`config.mk`:
```
export PLATFORM = sky130hd
export DESIGN_NAME = lif_param_loader
export DESIGN_NICKNAME = d
export VERILOG_FILES = /design/src/rtl/lif_param_loader.sv
export SDC_FILE = /design/constraint.sdc
export NUM_CORES = 1
export LEC_CHECK = 0
export CAP_MARGIN = 20
export CORE_MARGIN = 2
export CORE_UTILIZATION = 53
export CTS_BUF_LIST = sky130_fd_sc_hd__clkbuf_16
export CTS_CLUSTER_DIAMETER = 60
export DETAILED_ROUTE_END_ITERATION = 8
export HOLD_SLACK_MARGIN = 0.03
export PLACE_DENSITY = 0.81
export SLEW_MARGIN = 15
export SYNTH_ARGS = -nofsm -noshare
export SYNTH_HDL_FRONTEND = slang
export SYNTH_SLANG_ARGS = --single-unit
```
`constraint.sdc`:
```
create_clock -name clk -period 10.2 [get_ports clk]
set_input_delay 2.04 -clock clk [delete_from_list [all_inputs] [get_ports clk]]
set_output_delay 2.04 -clock clk [all_outputs]
set_load 0.01 [all_outputs]
```
`src/rtl/lif_param_loader.sv`:
```
// lif_param_loader: serial LSB-first loader for per-neuron tau/weight/threshold sets.
// Framed shifts land in shadow registers and commit atomically to one bank slice.
module lif_param_loader #(
    parameter int TAU_W     = 15,
    parameter int WEIGHT_W  = 11,
    parameter int THRESH_W  = 15,
    parameter int N_NEURONS = 4,
    parameter int ADDR_W    = 3
) (
    input  logic                            clk,
    input  logic                            rst,
    input  logic                            load_en,
    input  logic [ADDR_W-1:0]               addr,
    input  logic                            tau_sdi,
    input  logic                            weight_sdi,
    input  logic                            thresh_sdi,
    output logic [N_NEURONS*TAU_W-1:0]      tau_o,
    output logic [N_NEURONS*WEIGHT_W-1:0]   weight_o,
    output logic [N_NEURONS*THRESH_W-1:0]   thresh_o,
    output logic                            busy,
    output logic                            cfg_valid,
    output logic                            frame_err
);
    localparam int TW_MAX    = (TAU_W > WEIGHT_W) ? TAU_W : WEIGHT_W;
    localparam int FRAME_LEN = (TW_MAX > THRESH_W) ? TW_MAX : THRESH_W;
    localparam int CNT_W     = $clog2(FRAME_LEN + 2);
    localparam logic [CNT_W-1:0]  C_FL  = CNT_W'(FRAME_LEN);
    localparam logic [CNT_W-1:0]  C_SAT = CNT_W'(FRAME_LEN + 1);
    localparam logic [CNT_W-1:0]  C_TW  = CNT_W'(TAU_W);
    localparam logic [CNT_W-1:0]  C_WW  = CNT_W'(WEIGHT_W);
    localparam logic [CNT_W-1:0]  C_HW  = CNT_W'(THRESH_W);
    localparam logic [ADDR_W:0]   C_NN  = (ADDR_W + 1)'(N_NEURONS);

    typedef enum logic {IDLE, SHIFT} state_t;

    state_t              r_state;
    logic [CNT_W-1:0]    r_cnt;
    logic [ADDR_W-1:0]   r_addr;
    logic [TAU_W-1:0]    r_tau_sh;
    logic [WEIGHT_W-1:0] r_wt_sh;
    logic [THRESH_W-1:0] r_th_sh;
    logic                w_good;

    assign w_good = (r_cnt == C_FL) && ({1'b0, r_addr} < C_NN);
    assign busy   = (r_state == SHIFT);

    always_ff @(posedge clk or posedge rst) begin
        if (rst) begin
            r_state   <= IDLE;
            r_cnt     <= '0;
            r_addr    <= '0;
            r_tau_sh  <= '0;
            r_wt_sh   <= '0;
            r_th_sh   <= '0;
            tau_o     <= '0;
            weight_o  <= '0;
            thresh_o  <= '0;
            cfg_valid <= 1'b0;
            frame_err <= 1'b0;
        end else begin
            cfg_valid <= 1'b0;
            if (r_state == IDLE) begin
                if (load_en) begin
                    r_addr    <= addr;
                    r_tau_sh  <= TAU_W'(tau_sdi);
                    r_wt_sh   <= WEIGHT_W'(weight_sdi);
                    r_th_sh   <= THRESH_W'(thresh_sdi);
                    r_cnt     <= CNT_W'(1);
                    frame_err <= 1'b0;
                    r_state   <= SHIFT;
                end
            end else if (load_en) begin
                // Narrower fields stop capturing once their width is reached.
                if (r_cnt < C_FL) begin
                    if (r_cnt < C_TW) r_tau_sh[r_cnt] <= tau_sdi;
                    if (r_cnt < C_WW) r_wt_sh[r_cnt]  <= weight_sdi;
                    if (r_cnt < C_HW) r_th_sh[r_cnt]  <= thresh_sdi;
                end
                if (r_cnt != C_SAT) r_cnt <= r_cnt + 1'b1;
            end else begin
                if (w_good) begin
                    tau_o[r_addr*TAU_W +: TAU_W]          <= r_tau_sh;
                    weight_o[r_addr*WEIGHT_W +: WEIGHT_W] <= r_wt_sh;
                    thresh_o[r_addr*THRESH_W +: THRESH_W] <= r_th_sh;
                    cfg_valid <= 1'b1;
                end else begin
                    frame_err <= 1'b1;
                end
                r_state <= IDLE;
            end
        end
    end
endmodule

```
[After elaboration in Yosys (flattened, before gate mapping)]
Index checks and enable logic that the tools add are counted.
Word-level totals
  logic and storage cells: 77
  bits of input ports: 9
  register bits after elaboration: 216
  output and inout port bits: 167
Operators by class
  multiply operators: 2
  mux-type cells: 33
  shifts and indexed selects: 5
  reduce and logical (&&, ||, !) cells: 9
  magnitude comparators: 5
  add/subtract/negate cells: 3
  eq/ne operators: 7
  bitwise operators: 2
Operator list (count)
  $bwmux W60: 2
  $mux W15: 8
  $shiftx A15 B34 Y60: 2
  $neg A7 Y34: 2
  $shift A15 B34 Y60 const A: 1
  $mux W11: 5
  $bwmux W44: 1
  $shift A11 B34 Y44 const A: 1
  $shiftx A11 B34 Y44: 1
  $bwmux W15: 2
  $mux W5: 4
  $mul A3 B4 Y7 const B: 2
  $bwmux W11: 1
  $lt A5 B4 Y1 const B: 2
  $mux W1: 9
  $reduce_and A3 Y1: 3
  $ne A2 B1 Y1 const B: 3
  $reduce_and A2 Y1: 3
  $add A5 B1 Y5 const B: 1
  $eq A5 B4 Y1 const B: 1
  $ge A5 B1 Y1 const B: 1
  $lt A5 B5 Y1 const B: 1
  $ne A5 B5 Y1 const B: 1
  $demux W1 S4: 1
  other kinds (5): 8

[Logic depth before layout (Yosys ltp)]
  word-level depth: 9
  depth in mapped cells: 10
  mapped depth without buffers: 6

[Worst setup path after synthesis]
OpenSTA, ideal clock, no wires.
  path type: input to register
  from: in load_en
  to: reg tau_o[0]
  buffers on the path: 3
  required time: 10075 ps
  cell stages on the path: 6
  path slack: 6838 ps
  arrival time: 3237 ps
  cell sequence: buf_2 > nor4bb_1 > buf_4 > nand4_4 > buf_6 > mux2_4
Between the ends
  cells in the longest elaborated chain, start to end: 2
Ends and longest elaborated chain
  start, declared: line 12  | input logic load_en,
  $not A1 Y1 (no line)
  $reduce_and A3 Y1 (no line)
  end signal, assigned by index: line 82  | tau_o[r_addr*TAU_W +: TAU_W] <= r_tau_sh;
  end, declared: line 17  | output logic [N_NEURONS*TAU_W-1:0] tau_o,
Every way passes these cells.
A chain may end at the register's enable or synchronous reset.

[Final worst setup path]
  from: in load_en
  to: reg thresh_o[55]
Between the ends
  cells in the longest elaborated chain, start to end: 2
Ends and longest elaborated chain
  $not A1 Y1 (no line)
  $reduce_and A3 Y1 (no line)
  end signal, assigned by index: line 84  | thresh_o[r_addr*THRESH_W +: THRESH_W] <= r_th_sh;
  end, declared: line 19  | output logic [N_NEURONS*THRESH_W-1:0] thresh_o,
Every way passes these cells.

==> impl_summary.md <==
Floorplanning
The top-level I/O count is 176. The die outline area is 19,000 um2. The die span in x is 138 um. The initialized floorplan defines 48 standard-cell rows. The initial utilization of the core area, before any placement, comes to 0.546. The core region is 17,400 um2. The die is 138 um tall.

Power and ir drop
Of the total power, combinational logic draws 0.091. The part of the power in registers is 0.492. The worst-case IR drop observed on VDD is 0.000139 V. The internal power summed over all cells is 1.40 mW. Power spread over the standard cell area amounts to 157 nW/um2. The power after layout is 1.90 mW. Of the total power, the clock network draws 0.418. The switching power as a share of total power is 0.261. For this design the total switching power over the nets is 0.495 mW. The total leakage power is 6.37 nW.

Worst setup path
In this design, the critical path's most frequently occurring cell is sky130_fd_sc_hd__buf_4. In this run the worst path has a maximum fanout of 34. The origin of the worst setup path is load_en.

The class of the most critical setup path is in2reg. Data on the critical path arrives at its endpoint at 4.80 ns. The critical path startpoint category is an input port. The worst flop-to-flop path startpoint is r_addr[1].

The slowest stage of the critical path belongs to the cell sky130_fd_sc_hd__clkdlybuf4s50_1. The largest single stage delay on the critical path is 0.86 ns. Traced cell by cell, the critical path runs through clkdlybuf4s50_1, nor4bb_1, buf_4, nand3b_1, buf_4, mux2i_1. Data on the critical path is required at its endpoint by 10.55 ns. STA classifies the critical path endpoint as a register. Measured in cells, the most critical reg-to-reg path has a length of 7.

Yosys
sky130_fd_sc_hd__dfrtp_1 takes more of the synthesized area than any other cell. The share of the Yosys chip area taken by registers is 0.568. After synthesis, the most frequently instantiated cells are sky130_fd_sc_hd__dfrtp_1, sky130_fd_sc_hd__mux2_4, sky130_fd_sc_hd__inv_1.

The net count of the mapped netlist is 727. The count of yosys warnings during synthesis is 0. The cell area after synthesis is 9510 um2. The number of synthesized register bits is 216. The mean cell area of the mapped netlist is 13.4 um2. The most used flip-flop cell after synthesis is sky130_fd_sc_hd__dfrtp_1. The number of enable flip-flop cells after synthesis is 0. Synthesis instantiated 39 different standard cells from the library. The post-synthesis instance total is 710. The share of synthesized area in the top cell type comes to 0.568. The fraction of registers with async set or reset after synthesis is 1.00. The leading cell type by number of instances after synthesis is sky130_fd_sc_hd__dfrtp_1. After synthesis, the cell types taking the most area are sky130_fd_sc_hd__dfrtp_1, sky130_fd_sc_hd__mux2_4, sky130_fd_sc_hd__mux2_2.

Global route
Entering global routing, the biggest net connects 136 pins. Global routing finished with a remaining overflow of 0. The number of antenna violations at the first check in global routing is 0.

The first global-routing pass estimated 36,900 um of wire. The number of global-route vias before repair came to 6,294. Across every metal layer, demand over resource in global routing totals 0.252.

CTS
The buffer type at the clock tree root is sky130_fd_sc_hd__clkbuf_16. CTS built an H-tree with a depth of 1. Clock tree synthesis found a total of 216 sinks. Gates resized during post-CTS repair numbered 0. TritonCTS built the clock tree. Buffers inserted to repair hold after CTS numbered 0. The clock latency on the worst-skew pair is 0.51 ns.

The clock input transition at the sequential cells of the worst setup and hold paths is 0.06 ns. Counting along the longest clock path gives a buffer depth of 3. The number of buffers created by CTS is 22.

The count of buffers added by post-CTS timing repair for setup is 0.

Final layout
The final cell utilization of the core is 0.694. The area of combinational cells with multiple inputs is 3610 um2. From synthesis to final layout, the design area changed by 27.1%.

At the end of the flow, the number of nets in the layout was 886. Once layout is complete, the cells apart from fillers number 1,110. The number of antenna diodes in the final layout is 0. The layout has 1,238 filler cells. The sequential cell area is 5410 um2.

The layout cell share with drive strength beyond 1 is 0.203.

Placed design
The wire-length estimate of the detail-placed layout is 15,500 um. The placer congestion estimate is 0.896. The number of placed cells counting well taps is 1,069. The number of input and output port buffers inserted is 175.

Worst hold path
The startpoint identified for the worst hold timing path is weight_o[17]. Along the worst hold path, the cell count comes to 1. The path class of the tightest hold or removal check is reg2reg.

STA
Hold is met by 0.504 ns. The worst path needs 4.46 ns of the cycle, external delays included. The worst pin sits at a relative slew slack of 0.232.

Derived from the worst setup path, the maximum achievable clock frequency is 224 MHz. The final-report max-slew violation count is 0. Setup repair after global routing left no endpoint under its margin. The count of endpoints failing hold in the final timing report is 0.

The setup clock skew after layout is 0.0165 ns. The number of failing setup endpoints in the final timing report is 0. Dividing the final minimum period by the clock period gives 0.437.

Summed over all failing endpoints, the final setup total negative slack is 0 ns. At the pin with the least slew margin, the transition time is 1.14 ns.

Route
After detailed routing, the total wire length is 23,300 um. The remaining antenna violation count is 0. The DRC violation count after routing is 0. The total number of vias is 6,185. Dividing the detail-routed wire length by the instance count gives 21.0 um. The first routing iteration left 446 violations. Using the TritonRoute via totals, the vias-per-cell ratio works out to 5.57. For this run, the detailed router's first-pass iteration total came to 5.

Run status
The flow ran to the end, and the final reports show no timing, DRC or antenna violations.

Job
The max-capacitance violation count is 0.
## power groups by stage
stage	Combinational, mW	Sequential [mW]	Clock [mW]
after CTS	0.171	0.932	0.803
after global placement	0.162	0.947	0
after global routing	0.188	0.939	0.841
after detailed placement	0.166	0.948	0
final	0.172	0.933	0.792
after floorplan	0.124	0.924	0
## cells by family (layout without fill, tap and decap cells)
family | Yosys count | after routing | synth area share
AOI/OAI and AO/OA | 63 | 63 | 0.0495
buffers and inverters | 107 | 282 | 0.0531
muxes | 170 | 170 | 0.227
and+or+nand+nor | 146 | 146 | 0.0910
adders and majority gates | 8 | 8 | 0.0105
DFF | 216 | 216 | 0.568
## final timing paths
check,slack [ns],end
worst max-delay path,5.74,thresh_o[55]
worst min-delay path,0.50,weight_o[17]
worst max register to register,6.84,tau_o[33]
worst min register to register,0.50,weight_o[17]
max in group asynchronous,6.74,thresh_o[50]
min in group asynchronous,2.12,tau_o[22]
## layout by cell type (no fill, tap or decap), types with 7 or more instances in the layout
master / synthesis / final
sky130_fd_sc_hd__a22o_1: 20 / 20
sky130_fd_sc_hd__and3_1: 45 / 45
sky130_fd_sc_hd__clkbuf_16: 0 / 23
sky130_fd_sc_hd__clkdlybuf4s50_1: 0 / 175
sky130_fd_sc_hd__clkinv_2: 0 / 7
sky130_fd_sc_hd__dfrtp_1: 216 / 216
sky130_fd_sc_hd__ha_1: 8 / 8
sky130_fd_sc_hd__inv_1: 59 / 60
sky130_fd_sc_hd__mux2_2: 49 / 49
sky130_fd_sc_hd__mux2_4: 80 / 80
sky130_fd_sc_hd__mux2i_1: 41 / 41
sky130_fd_sc_hd__nand2_1: 51 / 51
sky130_fd_sc_hd__nor4bb_1: 7 / 7
sky130_fd_sc_hd__o21ai_0: 20 / 20
## state kept, by name (all words and copies together) (netlist names), 3 cells and up
signal    count
r_tau_sh     15
r_cnt         5
tau_o        60
r_wt_sh      11
weight_o     44
thresh_o     60
r_th_sh      15
r_addr        3
## per-layer routing
| layer | vias to the layer above | global-route usage | part of all wire |
|---|---|---|---|
| met1 | 3137 | 0.357 | 0.44 |
| met3 | 32 | 0.0457 | 0.064 |
| li1 | 2791 | - | - |
| met2 | 225 | 0.410 | 0.48 |
| met4 | 0 | 0.0539 | 0.016 |
| met5 | - | 0 | 0 |
## final cells by class
| class | count | share of cell area |
|---|---|---|
| Clock buffer | 23 | 0.0476 |
| Clock inverter | 17 | 0.0111 |
| Inverter | 59 | 0.0189 |
| Multi-Input combinational cell | 387 | 0.298 |
| Sequential cell | 216 | 0.447 |
| Tap cell | 225 | 0.0233 |
| Timing Repair Buffer | 183 | 0.154 |
## per-stage QoR
| step | area [um2] | setup slack [ns] |
|---|---|---|
| final | 12100 | 5.74 |
| after global routing | 12100 | 5.56 |
| after CTS | 12100 | 5.81 |
| after detailed placement | 11400 | 5.31 |
| after global placement | 11300 | 5.01 |
| after floorplan | 9510 | 2.25 |
## critical path, delay by kind of cell
kind,cells,cell delay [ns]
muxes,1,0.20
and+or+nand+nor,2,0.90
buffers and inverters,3,1.59
No activity file was read; power rests on OpenSTA's default activity.
==> RTL edit, RTL diff (config.mk and constraints unchanged) <==
Put one more register stage on the output `thresh_o`, cleared by the reset. The value now appears one clock later. The other outputs are not delayed to match.
--- a/src/rtl/lif_param_loader.sv
+++ b/src/rtl/lif_param_loader.sv
@@ -34,4 +34,6 @@
     typedef enum logic {IDLE, SHIFT} state_t;
 
+    logic [N_NEURONS*THRESH_W-1:0] thresh_s0;
+
     state_t              r_state;
     logic [CNT_W-1:0]    r_cnt;
@@ -55,5 +57,5 @@
             tau_o     <= '0;
             weight_o  <= '0;
-            thresh_o  <= '0;
+            thresh_s0 <= '0;
             cfg_valid <= 1'b0;
             frame_err <= 1'b0;
@@ -82,5 +84,5 @@
                     tau_o[r_addr*TAU_W +: TAU_W]          <= r_tau_sh;
                     weight_o[r_addr*WEIGHT_W +: WEIGHT_W] <= r_wt_sh;
-                    thresh_o[r_addr*THRESH_W +: THRESH_W] <= r_th_sh;
+                    thresh_s0[r_addr*THRESH_W +: THRESH_W] <= r_th_sh;
                     cfg_valid <= 1'b1;
                 end else begin
@@ -91,4 +93,12 @@
         end
     end
+    always_ff @(posedge clk or posedge rst) begin
+        if (rst) begin
+            thresh_o <= '0;
+        end else begin
+            thresh_o <= thresh_s0;
+        end
+    end
+
 endmodule
 
Formal check against the unedited RTL: same outputs for any inputs over 4 cycles, from zero or initial values and one cycle with rst high; that may be too few to reach the edited logic, so the function may still have changed.
==> RTL edit against the unedited design <==
Global-route usage shrank 2.5 points. Area after synthesis increased by 14%. Sequential cell count up 60. Core utilization down 1.4 points. Wire length is 2.8% higher. Worst setup slack better by 160 ps. Via count is 9.6% higher. Combinational power grew 19%. Design area is 13% higher. Power rose by 26%. Critical endpoint is now thresh_s0[16]. Largest cell class unchanged. Highest routed layer unchanged.
==> RTL edit: results (changes against the unedited design) <==
Filler cells=1485 (+20%); critical path's top delay family=buffers and inverters; combinational share of power=0.086 (-0.005); Total Routing Usage GR=0.226 (-0.0255); share of cells above drive strength 1=0.197 (-0.00683); routed wire length=23900 µm (+2.8%); drt initial violations=472 (+5.8%); vias in the first global route=6876 (+9.2%); CTS clk-pin slew, worst paths=50 ps; largest net degree at the start of global routing=145 (+6.6%); Layout Skew=9.36 ps (-7.16 ps); status=finished, final reports clean; Worst-Margin Slew=1060 ps (-79.1 ps); Net count, final=982 (+11%); CP arrival=4700 ps (-100 ps); buffer depth of the longest clock path=3 (unchanged); routability cong.=0.853 (-4.7%); hpwl dp=15300 µm (-0.87%); Lkg Pwr=6.56 nW (+3.1%); Critical Path Max Stage Delay=640 ps (-220 ps); Crit Path Max Fanout=35 (+2.9%); post_cts resized=0 (unchanged); synthesis warning total=0 (unchanged); Seq power=1.20 mW (+29%); Synth Flop Type=dfrtp_1; Psw=0.614 mW (+24%); cts bufs inserted=29 (+32%); pre-CTS WS=5350 ps (+49.2 ps); sequential cell area fraction in the yosys report=0.637 (+0.0686); initial antenna violation count=0 (unchanged); Async SR Flop Fraction=1.00 (unchanged); post-synthesis cell type count=46 (+18%); Synthesized Nets=811 (+12%); largest cells by area after synthesis=dfrtp_1, mux2_2, mux2i_1, and3_1, inv_1; top flop regs=tau_o: 60 flops, thresh_o: 60 flops, thresh_s0: 60 flops; worst skew pair latency=530 ps (+20 ps); ant diodes=0 (unchanged); critical path's slowest cell=nand3b_1; maximum VDD drop=114 µV (-19%); first-pass GRT wire length=38900 µm (+5.6%); H-tree depth=1 (unchanged); Root Driver=clkbuf_16; Detailed Routing Iterations Pass 1=5 (unchanged); Hold Buf Count CTS=0 (unchanged); drt via density=5.39 (-3.2%); Post-synth top cells=dfrtp_1, mux2_2, inv_1, and3_1, nand2_1
[RTL edit: metrics by stage]
step / cells / instance area, µm² / utilization / total power, mW
final: 1257 / 13700 / 0.680 / 2.38
after global routing: 1257 / 13700 / 0.680 / 2.49
after CTS: 1256 / 13700 / 0.678 / 2.40
after detailed placement: 1203 / 12800 / 0.634 / 1.42
after global placement: 1203 / 12800 / 0.634 / 1.41
after floorplan: 794 / 10800 / - / 1.33
[RTL edit: final timing paths]
check	start	end	slack [ps]	cells after the start
setup / recovery	load_en	thresh_s0[16]	5910	7
hold / removal	thresh_s0[39]	thresh_o[39]	370	0
setup reg to reg	r_cnt[0]	thresh_s0[16]	7140	8
hold reg to reg	thresh_s0[39]	thresh_o[39]	370	0
max in group asynchronous	rst	thresh_s0[40]	6620	3
min in group asynchronous	rst	tau_o[40]	2130	2
[RTL edit: cells by family after synthesis]
family / count (synthesis) / synth area share
flops: 276 / 0.637
mux: 178 / 0.180
simple gates: 160 / 0.0893
buf+inv: 115 / 0.0458
compound gates: 56 / 0.0380
fa+ha+maj: 8 / 0.00923
xor+xnor: 1 / 0.000808
[RTL edit: area by class of cell]
class                      instances  share of cell area
sequential                       276               0.504
multi-input combinational        403               0.252
timing repair buffer             187               0.136
clock buffer                      29              0.0529
tap                              270              0.0246
inverter                          68              0.0192
clock inverter                    24              0.0117
[RTL edit: layer usage]
layer,wire [µm],GRT usage,part of all wire,vias to the layer above
met2,11800,0.369,0.49,191
met3,1300,0.0363,0.054,20
met5,0,0,0,-
li1,-,-,-,3094
met4,275,0.0466,0.011,0
met1,10600,0.328,0.44,3472
